File: src/rtl/square_plotter_pkg.sv
// Shared constants and types for the square raster stage that feeds the VGA adapter.
package square_plotter_pkg;

  typedef logic [2:0] colour_t;

  localparam colour_t BLACK  = 3'b000;
  localparam colour_t RED    = 3'b100;
  localparam colour_t YELLOW = 3'b110;
  localparam colour_t GREEN  = 3'b010;
  localparam colour_t BLUE   = 3'b001;

  localparam int SCREEN_WIDTH  = 160;
  localparam int SCREEN_HEIGHT = 120;
  localparam int LANE_Y        = 112;
  localparam int SQUARE_SIZE   = 4;

  // Offset width covers the largest supported square edge (8).
  localparam int OFS_W = 3;

  typedef enum logic [1:0] {
    ST_IDLE = 2'd0,
    ST_DRAW = 2'd1,
    ST_DONE = 2'd2
  } plot_state_e;

endpackage

File: src/rtl/square_offset_counter.sv
// Row-major dx/dy walker over a SIZE x SIZE square with clear, enable and last-pixel flag.
module square_offset_counter
  import square_plotter_pkg::*;
#(
  parameter int SIZE = SQUARE_SIZE
) (
  input  logic             clk,
  input  logic             reset,
  input  logic             clear,
  input  logic             enable,
  output logic [OFS_W-1:0] dx,
  output logic [OFS_W-1:0] dy,
  output logic             last
);

  localparam logic [OFS_W-1:0] MAX_OFS = OFS_W'(SIZE - 1);

  logic row_end;

  assign row_end = (dx == MAX_OFS);
  assign last    = row_end && (dy == MAX_OFS);

  // NOTE: state registers use non-blocking assignments so every flop samples
  // the pre-edge values of the others, regardless of statement order.
  always_ff @(posedge clk or posedge reset) begin
    if (reset) begin
      dx <= '0;
      dy <= '0;
    end else if (clear) begin
      dx <= '0;
      dy <= '0;
    end else if (enable) begin
      if (row_end) begin
        dx <= '0;
        dy <= dy + 1'b1;
      end else begin
        dx <= dx + 1'b1;
      end
    end
  end

endmodule

File: src/rtl/square_plotter.sv
// Expands one (x, y, colour) request into SIZE x SIZE clipped pixel writes, then pulses done.
module square_plotter
  import square_plotter_pkg::*;
#(
  parameter int SIZE     = SQUARE_SIZE,
  parameter int SCREEN_W = SCREEN_WIDTH,
  parameter int SCREEN_H = SCREEN_HEIGHT
) (
  input  logic       clk,
  input  logic       reset,
  input  logic       in_valid,
  output logic       in_ready,
  input  logic [7:0] in_x,
  input  logic [6:0] in_y,
  input  logic [2:0] in_colour,
  output logic [7:0] out_x,
  output logic [6:0] out_y,
  output logic [2:0] out_colour,
  output logic       out_plot,
  output logic       busy,
  output logic       done
);

  plot_state_e      state_q, state_d;
  logic [7:0]       base_x;
  logic [6:0]       base_y;
  colour_t          base_colour;
  logic [OFS_W-1:0] dx, dy;
  logic             last_pixel;
  logic             accept;
  logic             step;
  logic [8:0]       sum_x;
  logic [7:0]       sum_y;

  assign accept = (state_q == ST_IDLE) && in_valid;

  square_offset_counter #(.SIZE(SIZE)) u_offsets (
    .clk    (clk),
    .reset  (reset),
    .clear  (accept),
    .enable (step),
    .dx     (dx),
    .dy     (dy),
    .last   (last_pixel)
  );

  always_ff @(posedge clk or posedge reset) begin
    if (reset) begin
      state_q     <= ST_IDLE;
      base_x      <= '0;
      base_y      <= '0;
      base_colour <= BLACK;
    end else begin
      state_q <= state_d;
      if (accept) begin
        base_x      <= in_x;
        base_y      <= in_y;
        base_colour <= in_colour;
      end
    end
  end

  // NOTE: every signal written here gets a default first, so no path through
  // the case statement can leave one unassigned and infer a latch.
  always_comb begin
    state_d = state_q;
    step    = 1'b0;
    unique case (state_q)
      ST_IDLE: if (in_valid) state_d = ST_DRAW;
      ST_DRAW: begin
        // The counter stops on the last pixel so the coordinates hold afterwards.
        step = !last_pixel;
        if (last_pixel) state_d = ST_DONE;
      end
      ST_DONE: state_d = ST_IDLE;
      default: state_d = ST_IDLE;
    endcase
  end

  // Sums are kept one bit wider so off-screen pixels are clipped, not wrapped.
  assign sum_x = {1'b0, base_x} + {{(9 - OFS_W){1'b0}}, dx};
  assign sum_y = {1'b0, base_y} + {{(8 - OFS_W){1'b0}}, dy};

  assign out_x      = sum_x[7:0];
  assign out_y      = sum_y[6:0];
  assign out_colour = base_colour;
  assign out_plot   = (state_q == ST_DRAW) && (sum_x < 9'(SCREEN_W)) && (sum_y < 8'(SCREEN_H));
  assign busy       = (state_q == ST_DRAW);
  assign done       = (state_q == ST_DONE);
  assign in_ready   = (state_q == ST_IDLE);

endmodule

File: config.mk
export PLATFORM = sky130hd
export DESIGN_NAME = square_plotter
export DESIGN_NICKNAME = d
export VERILOG_FILES = /design/src/rtl/square_plotter_pkg.sv /design/src/rtl/square_offset_counter.sv /design/src/rtl/square_plotter.sv
export SDC_FILE = /design/constraint.sdc
export NUM_CORES = 1
export LEC_CHECK = 0
export CAP_MARGIN = 30
export CORE_ASPECT_RATIO = 0.9
export CORE_UTILIZATION = 30
export CTS_BUF_LIST = sky130_fd_sc_hd__clkbuf_2
export DETAILED_ROUTE_END_ITERATION = 6
export PLACE_DENSITY = 0.64
export RECOVER_POWER = 25
export SLEW_MARGIN = 10
export SYNTH_ARGS = -nofsm -noshare
export SYNTH_HDL_FRONTEND = slang
export SYNTH_SLANG_ARGS = --single-unit
File: constraint.sdc
create_clock -name clk -period 1.9 [get_ports clk]
set_input_delay 0.38 -clock clk [delete_from_list [all_inputs] [get_ports clk]]
set_output_delay 0.38 -clock clk [all_outputs]
set_load 0.1 [all_outputs]
==> results of run 1 <==
==> per-layer routing <==
layer / up-vias / track usage [%]
met5: - / 0
met4: 0 / 1.82
met3: 0 / 1.53
met2: 25 / 30.1
met1: 674 / 18.5
li1: 679 / -
==> Yosys cell counts, drive strengths merged (2+ instances only) <==
library cell	instances
a211oi	2
a21o	2
a21oi	3
buf	4
dfrtp	26
fa	2
ha	9
inv	13
mux2	17
mux2i	2
nand2	10
nand2b	2
nand3b	2
nand4	3
nor2	11
nor2b	3
nor3	3
nor3b	2
o21ai	5
o41ai	2
or2	2
xnor2	8
xor2	3
==> sequential cells by signal, summed over array words and instances (netlist names) <==
name and count:
base_y 7, state_q 2, u_offsets.dy 3, base_x 8, u_offsets.dx 3, out_colour 3
==> final timing paths <==
kind | to | depth (start not counted) | slack [ps] | from
hold / removal | out_colour[0] | 1 | 530 | out_colour[0]
max in group asynchronous | state_q[1] | 3 | 120 | reset
min in group asynchronous | out_colour[1] | 3 | 900 | reset
setup reg to reg | u_offsets.dy[0] | 8 | 0 | u_offsets.dy[1]
setup / recovery | out_plot | 8 | -810 | base_x[0]
hold reg to reg | out_colour[0] | 1 | 530 | out_colour[0]
==> per-stage QoR <==
stage	std cells	TNS (ps)	setup WS, ps	hold slack, ps	utilization [%]
after floorplan	145	-4470	-850	420	-
final	301	-7480	-813	532	61.4
after CTS	298	-7480	-789	354	60.8
after global routing	301	-10580	-941	500	61.4
after global placement	292	-1970	-392	470	57.5
after detailed placement	292	-2380	-414	487	57.5
==> final cells by class <==
class                   instances  share of cell area, %
inverters                      13                   1.84
repair buffers                 91                   33.4
multi-input cells             102                   40.2
flip-flops and latches         26                   21.3
well taps                      65                   2.66
clock buffers                   4                  0.654
==> repair_timing <==
action | CTS | global route
setup buffers | 3 | 3
pin swaps | 12 | 6
hold endpoints to repair | 0 | 0
endpoints found under the setup margin | 16 | 14
gates resized for setup | 25 | 5
==> critical path: stages (launching register included) <==
cell and delay, ps:
dfrtp_1 420, ha_2 190, inv_2 40, fa_2 340, nand3b_1 130, nor4_1 70
a311o_1 370, a211oi_4 210, buf_12 210
==> cells by family (layout without fill, tap and decap cells) <==
logic type | Yosys count | in the layout
buf+inv | 17 | 108
xor+xnor | 11 | 11
fa+ha+maj | 11 | 11
simple gates | 43 | 43
compound gates | 18 | 18
mux | 19 | 19
flops | 26 | 26
==> impl_metrics.tcl, run 1 <==
set metrics [dict create \
    status "complete, but fails checks" \
    failed_checks "setup timing" \
    fin_area_sq_um 3060 \
    synth_mux_area_share_pct 15.6 \
    synth.area.top_cells "dfrtp_1 (41%), mux2_4 (9.4%), ha_1 (7.0%), xnor2_1 (4.4%), mux2_1 (4.2%)" \
    setup_viol 14 \
    routedWlPerCell_microns 13.4 \
    syn_nets 177 \
    drive_above_1_share_pct 54.7 \
    postSynthCellCount 145 \
    fin_skew_ps 14.9 \
    synth_seq_cells 26 \
    synthAdderAreaFrac_pct 9.55 \
    crit_arrival_ps 2330 \
    nFillCells 410 \
    antenna_found_initial 0 \
    port_buffers 42 \
    dieHeight_microns 71.3 \
    ff_latch_area_sq_um 652 \
    cts_tree "built" \
    clock_path_buffers 2 \
    start_kind "flip-flop" \
    ys_seq_area_share_pct 40.7 \
    synth_top_family_by_area "multiplexers" \
    synth_compound_area_share_pct 8.45 \
    vias_per_cell 4.58 \
    fin_nets 269 \
    initial_core_util_pct 32.1 \
    chipWidth_microns 79.0 \
    period_needed_ps 2710 \
    clock_sinks 26 \
    worst_slew_margin_rel_pct 8.06 \
    tightest_slew_ps 1380 \
    postCtsHoldBufs 0 \
    drc 0 \
    core_sq_um 4980 \
    yosys_most_used_dff "dfrtp_1" \
    end_kind "primary output" \
    post-synth-top-area-cell "dfrtp_1" \
    firstDrtPassIters 4 \
    drt_wl_total_microns 4030 \
    grt_util_all_layers_pct 15.3 \
    required_ps 1520 \
    gp_congestion 0.816 \
    syn2layout_area_growth_pct 91.5 \
    finalHoldViolCount 0 \
    grt_overflow_total 0 \
    final_antenna_net_count 0 \
    synthXorXnorAreaFrac_pct 6.03 \
    rsz0062_at_grt "true" \
    insertion_delay_ps 340 \
    cts_max_level 1 \
    synth_cell_types 40 \
    grt_pass1_wl_microns 6840 \
    fin_crit_sh_pct 143 \
    max_cap_viol_count 0 \
    final_cell_mix "buf_4 (41), dfrtp_1 (25), buf_12 (21)" \
    synth_edf_count 0 \
    diodes 0 \
    placed_area_sq_um 2870 \
    grt_max_degree 27 \
    wl_met3_microns 137 \
    drt_iter0_markers 22 \
    vias 1378 \
    cts_made_buffers 3 \
    grt_pass1_vias 1502 \
    async_flop_share_pct 100 \
    dp_hpwl_microns 3200 \
    crit_path_max_fanout 3 \
    mostFrequentLayoutCell "buf_4" \
    synth_area_sq_um 1600 \
    layout_setup_ws_ps -813 \
    m1WireLength_microns 1670 \
    ios 43 \
    synth-simple-area-share_pct 14.2 \
    hold_class "reg -> reg" \
    multi_input_area_sq_um 1230 \
    syn_avg_cell_area_sq_um 11.0 \
    highest_layer "met3" \
    rows 24 \
    root_buffer "clkbuf_2" \
    worstSetupPathType "reg -> out" \
    route.met2.wl_microns 2220 \
    netlist.area_leader.share_pct 40.7 \
    max_clock_freq_mhz 369 \
    fp.dieArea_sq_um 5630 \
    report.final.slew_viol_count 0 \
    path_clk_slew_ps 240 \
    ys_warn_count 0 \
]
Power of run 1 is not shown: default switching activity piles up to over one toggle a cycle in this logic, so the estimate is an artifact.
==> run 2, diff against run 1 <==
GPL_ROUTABILITY_DRIVEN = 0   (was not set)
==> results of run 2 <==
No change in the layout: final DEF, timing and power equal those of run 1.
Power of run 2 is left out for the same reason.
